<file path="config.mk">
export PLATFORM = sky130hd
export DESIGN_NAME = video_timing_detector
export DESIGN_NICKNAME = d
export VERILOG_FILES = /design/src/rtl/video_timing_detector.sv
export SDC_FILE = /design/constraint.sdc
export NUM_CORES = 1
export LEC_CHECK = 0
export CAP_MARGIN = 0
export CELL_PAD_IN_SITES_DETAIL_PLACEMENT = 1
export CELL_PAD_IN_SITES_GLOBAL_PLACEMENT = 1
export CORE_UTILIZATION = 45
export CTS_CLUSTER_DIAMETER = 50
export CTS_CLUSTER_SIZE = 12
export DETAILED_ROUTE_END_ITERATION = 8
export GPL_TIMING_DRIVEN = 0
export PLACE_DENSITY = 0.88
export SKIP_CTS_REPAIR_TIMING = 1
export SKIP_LAST_GASP = 1
export SLEW_MARGIN = 40
export SYNTH_ARGS = -nofsm -noshare
export SYNTH_HDL_FRONTEND = slang
export SYNTH_SLANG_ARGS = --single-unit
</file>
<file path="constraint.sdc">
create_clock -name clk_pixel -period 3.21 [get_ports clk_pixel]
set_clock_uncertainty 0.15 [all_clocks]
set_input_delay 0.642 -clock clk_pixel [delete_from_list [all_inputs] [get_ports clk_pixel]]
set_output_delay 0.642 -clock clk_pixel [all_outputs]
set_load 0.02 [all_outputs]
</file>
<file path="src/rtl/video_timing_detector.sv">
// video_timing_detector: recovers pixel coordinates from DE/sync and locks onto stable frame timing.
module video_timing_detector #(
  parameter int CNT_W   = 12,
  parameter int TIMEOUT = 1048576
) (
  input  logic             clk_pixel,
  input  logic             rst,
  input  logic             hsync,
  input  logic             vsync,
  input  logic             data_enable,
  output logic             de_out,
  output logic [9:0]       pixel_x,
  output logic [9:0]       pixel_y,
  output logic             frame_start,
  output logic             line_start,
  output logic [CNT_W-1:0] h_total,
  output logic [CNT_W-1:0] h_active,
  output logic [CNT_W-1:0] v_total,
  output logic [CNT_W-1:0] v_active,
  output logic             locked,
  output logic             timing_error
);
  localparam int TW = $clog2(TIMEOUT + 1);
  localparam logic [CNT_W-1:0] CMAX = '1;
  typedef enum logic [1:0] {SEARCH, MEASURE, VERIFY, LOCKED} state_t;
  state_t state, nxt;
  logic hs_r, vs_r, de_r, armed;
  logic hs_rise, vs_rise, de_rise, de_fall, fs, line_bad, frame_bad, cand_match, to_hit;
  logic enter, lose, cap;
  logic [CNT_W-1:0] h_cnt, h_meas, w_cnt, w_meas, v_cnt, va_cnt, c_ht, c_ha, c_vt, c_va;
  logic [TW-1:0] to_cnt;
  function automatic logic [CNT_W-1:0] sat(input logic [CNT_W-1:0] c, input logic inc);
    return (inc && c != CMAX) ? c + CNT_W'(1) : c;
  endfunction
  assign hs_rise = hsync & ~hs_r;
  assign vs_rise = vsync & ~vs_r;
  assign de_rise = data_enable & ~de_r;
  assign de_fall = ~data_enable & de_r;
  // the first line after a vsync rise (even in the same cycle) is line 0 of the new frame
  assign fs = de_rise & (armed | vs_rise);
  assign de_out = de_r;
  assign to_hit = !vs_rise && to_cnt == TW'(TIMEOUT - 1);
  // the line that spans vertical blanking has no meaningful spacing, so it is never checked
  assign line_bad = de_rise && ((!fs && h_cnt != h_total) || w_meas != h_active);
  assign frame_bad = v_cnt != v_total || va_cnt != v_active;
  assign cand_match = {h_meas, w_meas, v_cnt, va_cnt} == {c_ht, c_ha, c_vt, c_va};
  always_ff @(posedge clk_pixel) state <= rst ? SEARCH : nxt;
  always_comb begin
    nxt = state;
    if (vs_rise) nxt = state == SEARCH ? MEASURE : state == MEASURE ? VERIFY :
                       state == VERIFY ? (cand_match ? LOCKED : VERIFY) : (frame_bad ? MEASURE : LOCKED);
    if (state == LOCKED && line_bad) nxt = MEASURE;
    if (to_hit) nxt = SEARCH;
  end
  always_comb begin
    enter = state == VERIFY && nxt == LOCKED;
    lose = state == LOCKED && nxt != LOCKED;
    cap = vs_rise && (state == MEASURE || state == VERIFY);
  end
  always_ff @(posedge clk_pixel) begin
    if (rst) begin
      {hs_r, vs_r, de_r, armed, frame_start, line_start, locked, timing_error} <= '0;
      {pixel_x, pixel_y} <= '0;
      {h_cnt, h_meas, w_cnt, w_meas, v_cnt, va_cnt} <= '0;
      {c_ht, c_ha, c_vt, c_va, h_total, h_active, v_total, v_active} <= '0;
      to_cnt <= '0;
    end else begin
      hs_r <= hsync;
      vs_r <= vsync;
      de_r <= data_enable;
      armed <= vs_rise ? !de_rise : armed & !de_rise;
      pixel_x <= de_rise ? '0 : (data_enable && pixel_x != 10'd1023) ? pixel_x + 10'd1 : pixel_x;
      pixel_y <= fs ? '0 : (de_rise && pixel_y != 10'd1023) ? pixel_y + 10'd1 : pixel_y;
      frame_start <= fs;
      line_start <= de_rise;
      h_cnt <= de_rise ? CNT_W'(1) : sat(h_cnt, 1'b1);
      w_cnt <= de_rise ? CNT_W'(1) : sat(w_cnt, data_enable & de_r);
      if (de_rise && !fs) h_meas <= h_cnt;
      if (de_fall) w_meas <= w_cnt;
      v_cnt <= vs_rise ? CNT_W'(hs_rise) : sat(v_cnt, hs_rise);
      va_cnt <= vs_rise ? CNT_W'(de_rise) : sat(va_cnt, de_rise);
      to_cnt <= (vs_rise || to_hit) ? '0 : to_cnt + TW'(1);
      if (cap) {c_ht, c_ha, c_vt, c_va} <= {h_meas, w_meas, v_cnt, va_cnt};
      if (enter) {h_total, h_active, v_total, v_active} <= {c_ht, c_ha, c_vt, c_va};
      locked <= nxt == LOCKED;
      timing_error <= lose;
    end
  end
endmodule
</file>
# == Word level (Yosys, flattened, before mapping) ==
# Cells that the tools add are included.
# W data, S select, Z words.
# word_totals
output_inout_bits,73
word_cells,112
ff_bits,219
input_bits,5
# op_classes
eq_ne,17
bitwise_logic,12
addsub,7
reduce_logical,29
n_mux,17
# ops
operator,count
$add A12 B1 Y12 const B,4
$eq A48 B48 Y1,1
$ne A12 B12 Y1,4
$ne A12 B12 Y1 const B,4
$add A21 B1 Y21 const B,1
$eq A21 B20 Y1 const B,1
$add A10 B1 Y10 const B,2
$ne A10 B10 Y1 const B,2
$mux W2,7
$logic_and A1 B1 Y1,13
$mux W1,10
$reduce_bool A2 Y1,4
$reduce_or A2 Y1,4
$and A1 B1 Y1,7
$eq A2 B2 Y1 const B,3
$logic_or A1 B1 Y1,4
$not A1 Y1,4
$logic_not A1 Y1,3
$eq A2 B1 Y1 const B,1
$logic_not A2 Y1,1
$ne A2 B2 Y1 const B,1
$or A1 B1 Y1,1

# == Depth between registers and ports, before layout ==
# Gate-level depths: netlist of run 1.
# depth
word_depth,13
depth_mapped,10
ltp_nobuf,8

# == Worst setup path after synthesis of run 1 ==
# OpenSTA, ideal clock, no wires.
# synth_path
path_type,in2reg
start,input vsync
end,register h_active[10]
n_path_buf,3
path_stages,9
setup_ps,72
t_arrival_ps,2305
t_required_ps,2988
slack_ps,683
cell_sequence,nor2b_1 clkbuf_1 o2111ai_1 nor4_1 o21ai_2 nor3b_4 buf_6 buf_8 mux2i_1
# synth_via
elab_chain_cells,12
elab_cells_between_ends,15
classes_between,eq/ne (1); mux (3); bitwise (3); reduce/logical (8)
# synth_rtl
item,line,rtl
from (decl),9,"input logic vsync,"
$and A1 B1 Y1 (*),36,assign vs_rise = vsync & ~vs_r;
$or A1 B1 Y1,40,assign fs = de_rise & (armed | vs_rise);
$and A1 B1 Y1,40,
$logic_not A1 Y1,44,assign line_bad = de_rise && ((!fs && h_cnt != h_total) || w_meas != h_active);
$logic_and A1 B1 Y1,44,
$logic_or A1 B1 Y1,44,
$logic_and A1 B1 Y1,44,
$logic_and A1 B1 Y1,52,if (state == LOCKED && line_bad) nxt = MEASURE;
$mux W2,52,
$mux W2 (*),53,if (to_hit) nxt = SEARCH;
$eq A2 B2 Y1 (*),56,enter = state == VERIFY && nxt == LOCKED;
$logic_and A1 B1 Y1 (*),56,
to (signal assigned),84,"if (enter) {h_total, h_active, v_total, v_active} <= {c_ht, c_ha, c_vt, c_va};"
to (decl),17,"output logic [CNT_W-1:0] h_active,"
# Mark *: on every way between the ends. The rest lies on a longest branch, timed or not.
# A chain may end at the register's enable or synchronous reset.

# == Final worst setup path of run 1 ==
# layout_path
start,register va_cnt[10]
end,register h_active[5]
# layout_via
elab_chain_cells,11
elab_cells_between_ends,13
classes_between,eq/ne (3); mux (8); reduce/logical (2)
# layout_rtl
item,line,rtl
from (decl),30,"logic [CNT_W-1:0] h_cnt, h_meas, w_cnt, w_meas, v_cnt, va_cnt, c_ht, c_ha, c_vt, c_va;"
from (signal assigned),81,"va_cnt <= vs_rise ? CNT_W'(de_rise) : sat(va_cnt, de_rise);"
$ne A12 B12 Y1,45,assign frame_bad = v_cnt != v_total || va_cnt != v_active;
$logic_or A1 B1 Y1,45,
$mux W2,51,state == VERIFY ? (cand_match ? LOCKED : VERIFY) : (frame_bad ? MEASURE : LOCKED);
$mux W2 (*),51,
$mux W2 (*) (3 in series),50,if (vs_rise) nxt = state == SEARCH ? MEASURE : state == MEASURE ? VERIFY :
$mux W2 (*),52,
$mux W2 (*),53,
$eq A2 B2 Y1 (*),56,
$logic_and A1 B1 Y1 (*),56,
# Marks and branches as above.

==> reports/qor.txt, run 1 <==
FF-to-FF path depth: 10
Max_slew headroom: 43.7%
Ys Warns: 0
Status: complete, no violations
Comb pwr share: 5.4%
I/O pin total: 78
CP arrival: 3.34 ns
Grt ovf: 0
Routed Antenna Nets: 0
First-pass GRT wire length: 46200 um
Worst-margin pin slew: 0.845 ns
Routed wire length: 29000 um
Synth Flop Type: dfxtp_1
Worst Setup SP: va_cnt[10]
Max FO, Critical Path: 10
Fmax: 328 MHz
Sw Share: 23.8%
Hold Crit Class: reg2reg
Skew-Pair Late Insertion Delay: 0.52 ns
Share of power burned in registers: 48.2%
Worst setup endpoint: h_active[5]
Clk root buf: clkbuf_16
Clock share of power: 46.4%
DR pass1 iterations: 4
Placer Congestion: 0.867
Final setup violating endpoints: 0
Total CTS buffers: 25
Die Y: 151 um
Cell taking the most area after synthesis: dfxtp_1
Crit. End Element: register
Die W: 151 um
Mapped Area: 9980 um^2
Gr busiest metal: met2
R2r startpoint: va_cnt[10]
Sequential cell area fraction in the yosys report: 43.9%
Die ar.: 22800 um^2
Worst flop-to-flop path endpoint: h_active[5]
Post-synth top area share: 43.9%
Max-Cap Viols: 0
Final Hold Fails: 0
I/O Buffers: 76
Design area: 11800 um^2
P_int: 0.00437 W
Met1 GRT Util: 31.9%
Initial core utilization: 45.9%
Synth Register Bits: 219
Psw: 0.00137 W
Final slew viol count: 0
Overall power: 0.00574 W
Crit start category: register
Vias per cell: 5.48
CTS clk-pin slew, worst paths: 0.06 ns
Residual DRC: 0
Synth-to-Final Area Change: 18.7%
DRT iter0 DRCs: 396
Lkg Pwr: 4.23 nW
Maximum clock path buffer count: 3
Layout net count: 1258
ANT cells: 0
CTS H-tree depth: 1
GR Layer Usage met3: 3.25%
Clock sink total: 219
Met2 Use GR: 46.5%
Syn Area/Cell: 8.75 um^2
EDFF count, synth: 0
Synth top area cells: dfxtp_1 (44%), xor2_1 (9.3%), mux2i_1 (6.6%)
GRT Resource Usage Total: 25.9%
Share of layout cells above drive strength 1: 4.23%
Vias in the first global route: 8630
Tcrit/Tclk final: 95.0%
TritonCTS clock tree: done
Asr flop ratio synth: 0%
Crit Path Category: reg2reg
Rows: 54
Final min period: 3.05 ns
Post-synthesis net count: 1155
PwrDens: 485 nW/um^2
Detailed placement HPWL: 20800 um
VDD IR max: 0.000360 V
Initial antenna violation count: 0
Placed cell area: 11100 um^2
Synth cell types: 43
Post-DR wirelength/cell: 18.9 um
Largest net degree at the start of global routing: 13
Hold Path Stages: 2
Core area: 21800 um^2
Via count: 8399
RSZ-0062 raised after global routing: false
Worst EP required: 3.50 ns
Worst R2R Setup Slack: 0.16 ns
Post-Syn Instances: 1141
[sequential cells by signal, summed over array words and instances, names as in the netlist, 12 cells and up]
register	count
c_ha	12
v_cnt	12
h_cnt	12
c_ht	12
h_total	12
v_active	12
w_meas	12
h_active	12
h_meas	12
to_cnt	21
c_vt	12
va_cnt	12
w_cnt	12
c_va	12
v_total	12
[routing by layer]
layer | vias to the layer above | routed length (um) | share of wire [%]
met1 | 4156 | 12400 | 43
li1 | 3994 | - | -
met4 | 0 | 843 | 2.9
met2 | 188 | 14400 | 50
met5 | - | 0 | 0
met3 | 61 | 1300 | 4.5
[through the flow]
step                      setup TNS [ns]  setup slack (ns)  instances  util, %  hold slack (ns)
after CTS                              0            0.0463       1534     54.4            0.330
after global routing                   0            0.0106       1534     54.4            0.353
final                                  0             0.160       1534     54.4            0.332
after detailed placement          -16.17            -0.440       1497     51.0            0.320
after floorplan                        0             0.683       1141        -            0.292
after global placement            -11.95            -0.343       1497     51.0            0.308
[power by group through the flow]
stage,Clock (W),Combinational [W],Sequential (W)
after global routing,0.00280,0.000334,0.00277
after global placement,0,0.000296,0.00283
after floorplan,0,0.000194,0.00283
after detailed placement,0,0.000304,0.00283
after CTS,0.00270,0.000307,0.00277
final,0.00266,0.000311,0.00277
[worst max-delay path, cell delays in order, from the launching register on]
cell	delay, ns
dfxtp_1	0.31
clkbuf_1	0.44
xor2_1	0.16
nor4_1	0.32
nand3_1	0.19
nor4_1	0.32
o21ai_2	0.15
nor3b_4	0.26
buf_6	0.24
buf_8	0.19
mux2i_1	0.23
[cell usage after synthesis, types with 2 or more instances]
| master | n |
|---|---|
| and4_1 | 10 |
| buf_8 | 2 |
| or2_2 | 3 |
| buf_4 | 2 |
| nor2_1 | 106 |
| ha_1 | 9 |
| or3_1 | 10 |
| xnor2_1 | 56 |
| inv_1 | 8 |
| o21ai_0 | 12 |
| a41oi_1 | 2 |
| dfxtp_1 | 219 |
| and2_1 | 5 |
| xor2_1 | 106 |
| nand3_1 | 32 |
| and3_1 | 7 |
| clkbuf_1 | 57 |
| buf_1 | 2 |
| a21oi_1 | 84 |
| nand2_1 | 152 |
| nor3_1 | 10 |
| nor2b_1 | 8 |
| mux2i_1 | 66 |
| nor4_1 | 17 |
| nand4_1 | 33 |
| nand2b_1 | 103 |
| o21a_1 | 2 |
| buf_2 | 3 |
[layout by cell type (no fill, tap or decap), types with 9 or more instances in the layout]
| cell | n |
|---|---|
| nor3_1 | 10 |
| clkbuf_16 | 25 |
| dfxtp_1 | 219 |
| nor4_1 | 16 |
| a21oi_1 | 84 |
| xor2_1 | 106 |
| ha_1 | 9 |
| nand3_1 | 32 |
| clkdlybuf4s50_1 | 76 |
| nor2_1 | 106 |
| and4_1 | 10 |
| nand2_1 | 152 |
| xnor2_1 | 56 |
| mux2i_1 | 66 |
| or3_1 | 10 |
| nand4_1 | 33 |
| nand2b_1 | 103 |
| clkbuf_1 | 57 |
| o21ai_0 | 12 |
[final cells by class]
class	instances	area (um^2)
tap	280	350
inverter	8	30.0
sequential	219	4380
fill	2542	9910
clock inverter	9	82.6
buffer	67	294
multi-input combinational	847	5280
timing repair buffer	76	761
clock buffer	28	657
[cell families (layout without fill, tap and decap cells)]
logic type	after synthesis	in the layout	synth area share [%]
AOI/OAI and AO/OA	109	109	5.85
xor gates and xnor gates	162	162	14.2
adders and majority gates	9	9	1.13
buffers and inverters	75	188	3.23
DFF	219	219	43.9
muxes	66	66	6.62
and+or+nand+nor	501	501	25.0
[how the worst min path moves through the flow]
stage	to	startpoint	slack, ns
after floorplan	to_cnt[0]	to_cnt[0]	0.29
after global placement	to_cnt[20]	to_cnt[20]	0.31
after detailed placement	to_cnt[20]	to_cnt[20]	0.32
after CTS	to_cnt[20]	to_cnt[20]	0.33
after global routing	c_vt[0]	c_vt[0]	0.35
final	to_cnt[20]	to_cnt[20]	0.33
(Power assumes the default switching activity.)
==> run 2, diff against run 1 <==
Settings changed: PLACE_DENSITY 0.88 to not set, PLACE_DENSITY_LB_ADDON set to 0.1.
==> run 2 against run 1 <==
Worst hold slack got worse by 0.0022 ns. Critical path depth unchanged. Global-route usage shrank 0.18 points. Clock power up 30%. Sequential cell count unchanged. Wire length fell by 1.8%. Clock-buffer cell count is 8 higher.
==> reports/qor.txt, run 2 (synthesis results as in run 1) <==
Core area: 21800 um^2
Clk root buf: clkbuf_16
Initial antenna violation count: 0
Total CTS buffers: 30
Worst Setup SP: va_cnt[3]
Skew-Pair Late Insertion Delay: 0.55 ns
Non-filler cells, final: 1552
Worst EP required: 3.52 ns
Initial core utilization: 45.9%
Placed cell area: 11100 um^2
CTS H-tree depth: 1
Final slew viol count: 0
Largest net degree at the start of global routing: 15
Max_slew headroom: 48.1%
VDD IR max: 0.000375 V
Maximum clock path buffer count: 3
Hold Crit Class: reg2reg
Die Y: 151 um
Status: complete, no violations
Routed wire length: 28500 um
R2r startpoint: va_cnt[3]
Synth-to-Final Area Change: 21.9%
Max FO, Critical Path: 10
Worst setup endpoint: h_total[3]
Final min period: 3.03 ns
Min setup slack post-route: 0.184 ns
TritonCTS clock tree: done
Vias per cell: 5.33
DR pass1 iterations: 5
Crit. End Element: register
Fmax: 331 MHz
Die ar.: 22800 um^2
Most frequent cells in the layout: dfxtp_1 (219), nand2_1 (152), nor2_1 (106), xor2_1 (106), nand2b_1 (103)
Clock sink total: 219
Layout net count: 1262
Top reg by flops: to_cnt
Detailed placement HPWL: 20600 um
Final Hold Fails: 0
Fillers: 2556
Residual DRC: 0
ANT cells: 0
Routed Antenna Nets: 0
DRT iter0 DRCs: 299
Vias in the first global route: 8431
Final TNS setup: 0 ns
Crit Path Category: reg2reg
I/O Buffers: 76
Via count: 8279
First-pass GRT wire length: 45400 um
Final setup violating endpoints: 0
Post-DR wirelength/cell: 18.4 um
Crit start category: register
Tcrit/Tclk final: 94.3%
Worst R2R Setup Slack: 0.18 ns
Commonest non-fill, non-tap cell in the layout: dfxtp_1
Flip-flop count of the largest register after layout: 21
Grt ovf: 0
RSZ-0062 raised after global routing: false
GRT Resource Usage Total: 25.7%
CP arrival: 3.34 ns
Worst flop-to-flop path endpoint: h_total[3]
Placer Congestion: 0.819
Max-Cap Viols: 0
Die W: 151 um
Worst-margin pin slew: 0.778 ns
PwrDens: 537 nW/um^2
CTS clk-pin slew, worst paths: 0.06 ns
I/O pin total: 78
Inst Count DP: 1497
Design area: 12200 um^2
Share of layout cells above drive strength 1: 5.82%
Place WS: -0.393 ns
FF-to-FF path depth: 10
Lkg Pwr: 4.38 nW
Rows: 54
[run 2: cell count changes in the layout (fill, tap and decap cells not counted), sizes merged]
cell / change
bufinv: +2
clkbuf: +7
clkinv: +7
clkinvlp: +1
inv: +1
[run 2: where the power goes]
| part | internal (W) | switching, W | total, W | leakage (nW) |
|---|---|---|---|---|
| clock | 0.00213 | 0.00132 | 0.00345 | 0.518 |
| combinational | 0.000103 | 0.000211 | 0.000313 | 2.10 |
| sequential | 0.00274 | 0.0000295 | 0.00277 | 1.77 |
| total | 0.00497 | 0.00156 | 0.00653 | 4.38 |
[run 2: cell type report]
class                   count  area [um^2]  area share (%)
clock buffers              36          845            6.94
inverters                   8         30.0           0.247
clock inverters            20          213            1.75
flip-flops and latches    219         4380            36.0
repair buffers             76          761            6.25
multi-input cells         847         5290            43.5
well taps                 280          350            2.88
plain buffers              66          290            2.39
[run 2: metal layers]
layer | wire (um) | GRT usage, %
met2 | 13900 | 44.8
met3 | 1120 | 2.83
met4 | 586 | 6.95
met1 | 12800 | 33.5
met5 | 0 | 0
[run 2: through the flow]
step,util [%],power [W],hold WS [ns]
floorplan,-,0.00302,0.292
global placement,51.0,0.00313,0.307
detailed placement,51.0,0.00314,0.322
CTS,55.9,0.00658,0.333
global route,55.9,0.00673,0.355
finish,55.9,0.00653,0.330
[run 2: critical path, cell delays in order (launching register included)]
cell      delay (ns)
dfxtp_1         0.31
clkbuf_1        0.28
xor2_1          0.13
nor4_1          0.47
nand4_1         0.20
nor4_1          0.31
a21oi_1         0.15
nor3b_4         0.28
buf_6           0.24
buf_8           0.18
mux2i_1         0.23
[run 2: worst min path at each step]
stage,startpoint,cells after the start,to,slack (ns)
2_1_floorplan,to_cnt[0],1,to_cnt[0],0.29
3_3_place_gp,to_cnt[20],2,to_cnt[20],0.31
3_5_place_dp,to_cnt[20],2,to_cnt[20],0.32
4_1_cts,to_cnt[20],2,to_cnt[20],0.33
5_1_grt,to_cnt[20],2,to_cnt[20],0.36
6_report,to_cnt[20],2,to_cnt[20],0.33
==> run 3, diff against run 2 <==
Settings changed: ABC_CLOCK_PERIOD_IN_PS set to 3210, MAX_ROUTING_LAYER set to met4.
==> run 3 against run 2 <==
Clock-buffer cell count unchanged. Die area unchanged. Final area unchanged. Core utilization unchanged. Sequential power about the same. Highest routed layer unchanged.
==> reports/qor.txt, run 3 (synthesis results as in run 1) <==
Status: complete, no violations
DR WL met2: 14000 um
Buf/Inv on CP: 3
I/O pin total: 78
I/O Buffers: 76
First-pass GRT wire length: 45400 um
Lkg Pwr: 4.38 nW
Worst R2R Setup Slack: 0.18 ns
Detailed placement HPWL: 20600 um
Die W: 151 um
Final min period: 3.03 ns
Vias in the first global route: 8440
Worst EP required: 3.52 ns
Die Y: 151 um
Final Hold Fails: 0
DRT iter0 DRCs: 339
CP arrival: 3.35 ns
Largest net degree at the start of global routing: 15
Max FO, Critical Path: 10
Max-Cap Viols: 0
Non-filler cells, final: 1552
Hold Crit Class: reg2reg
Final core occ: 55.9%
Skew-Pair Late Insertion Delay: 0.55 ns
CTS clk-pin slew, worst paths: 0.06 ns
Placer Congestion: 0.832
TritonCTS clock tree: done
Crit start category: register
Met1 wire length: 13000 um
Post-DR wirelength/cell: 18.4 um
Crit. End Element: register
Crit Path Category: reg2reg
Most frequent cells in the layout: dfxtp_1 (219), nand2_1 (152), nor2_1 (106), xor2_1 (106), nand2b_1 (103)
Worst-margin pin slew: 0.772 ns
PwrDens: 537 nW/um^2
Cell mode on critical path: nor4_1
Initial antenna violation count: 0
Die ar.: 22800 um^2
Share of layout cells above drive strength 1: 5.82%
Top delay family on crit path: simple AND/OR/NAND/NOR gates
Final setup violating endpoints: 0
Max_slew headroom: 48.5%
Vias per cell: 5.35
Overall power: 0.00653 W
Crit path cell chain: clkbuf_1 -> xor2_1 -> nor4_1 -> nand4_1 -> nor4_1 -> a21oi_1 -> nor3b_4 -> buf_6 -> buf_8 -> mux2i_1
Grt ovf: 0
Highest routed layer: met4
Tcrit/Tclk final: 94.5%
Final slew viol count: 0
Total CTS buffers: 30
Initial core utilization: 45.9%
Met3 routed WL: 977 um
Via count: 8302
GRT Resource Usage Total: 26.5%
Flip-flop count of the largest register after layout: 21
Clk root buf: clkbuf_16
Residual DRC: 0
Slowest Stage Delay on Critical Path: 0.46 ns
Top reg by flops: to_cnt
VDD IR max: 0.000373 V
Routed Antenna Nets: 0
Synth-to-Final Area Change: 21.9%
Fmax: 330 MHz
Routed wire length: 28500 um
Inst Count DP: 1497
Commonest non-fill, non-tap cell in the layout: dfxtp_1
Core area: 21800 um^2
ANT cells: 0
CTS H-tree depth: 1
Clock sink total: 219
Maximum clock path buffer count: 3
RSZ-0062 raised after global routing: false
Rows: 54
DR pass1 iterations: 5
Layout net count: 1262
CP max-delay cell: nor4_1
[run 3: cell counts in the layout (fill, tap and decap cells not counted)]
No cell type changed its count.
[run 3: stage by stage]
| stage | TNS, ns | hold WS (ns) | setup slack (ns) | area, um^2 |
|---|---|---|---|---|
| after floorplan | 0 | 0.292 | 0.683 | 9980 |
| after global placement | -11.51 | 0.307 | -0.300 | 11100 |
| after detailed placement | -14.59 | 0.322 | -0.393 | 11100 |
| after CTS | 0 | 0.333 | 0.151 | 12200 |
| after global routing | 0 | 0.355 | 0.0130 | 12200 |
| final | 0 | 0.330 | 0.178 | 12200 |
[run 3: routing by layer]
metal | vias to the layer above | GRT usage [%]
li1 | 4018 | -
met1 | 4086 | 33.4
met2 | 154 | 44.9
met3 | 44 | 2.83
met4 | 0 | 6.95
met5 | - | -
[run 3: layout make-up]
type	count	area, um^2
plain buffers	66	290
clock buffers	36	845
clock inverters	20	213
fillers	2556	9590
inverters	8	30.0
multi-input cells	847	5290
flip-flops and latches	219	4380
well taps	280	350
repair buffers	76	761
[run 3: path summary, 6_finish.rpt]
path,startpoint,endpoint,depth (start not counted)
setup / recovery,va_cnt[3],h_total[3],10
hold / removal,to_cnt[20],to_cnt[20],2
setup reg to reg,va_cnt[3],h_total[3],10
hold reg to reg,to_cnt[20],to_cnt[20],2
[run 3: power breakdown]
| part | switching [W] | total (W) | internal, W |
|---|---|---|---|
| logic | 0.000211 | 0.000313 | 0.000102 |
| registers | 0.0000292 | 0.00277 | 0.00274 |
| clock network | 0.00132 | 0.00345 | 0.00213 |
| total | 0.00156 | 0.00653 | 0.00497 |
[run 3: worst min-delay path, delay by kind of cell, from the launching register on]
kind | cells | cell delay, ns
buf+inv | 1 | 0.06
flops | 1 | 0.33
compound gates | 1 | 0.04
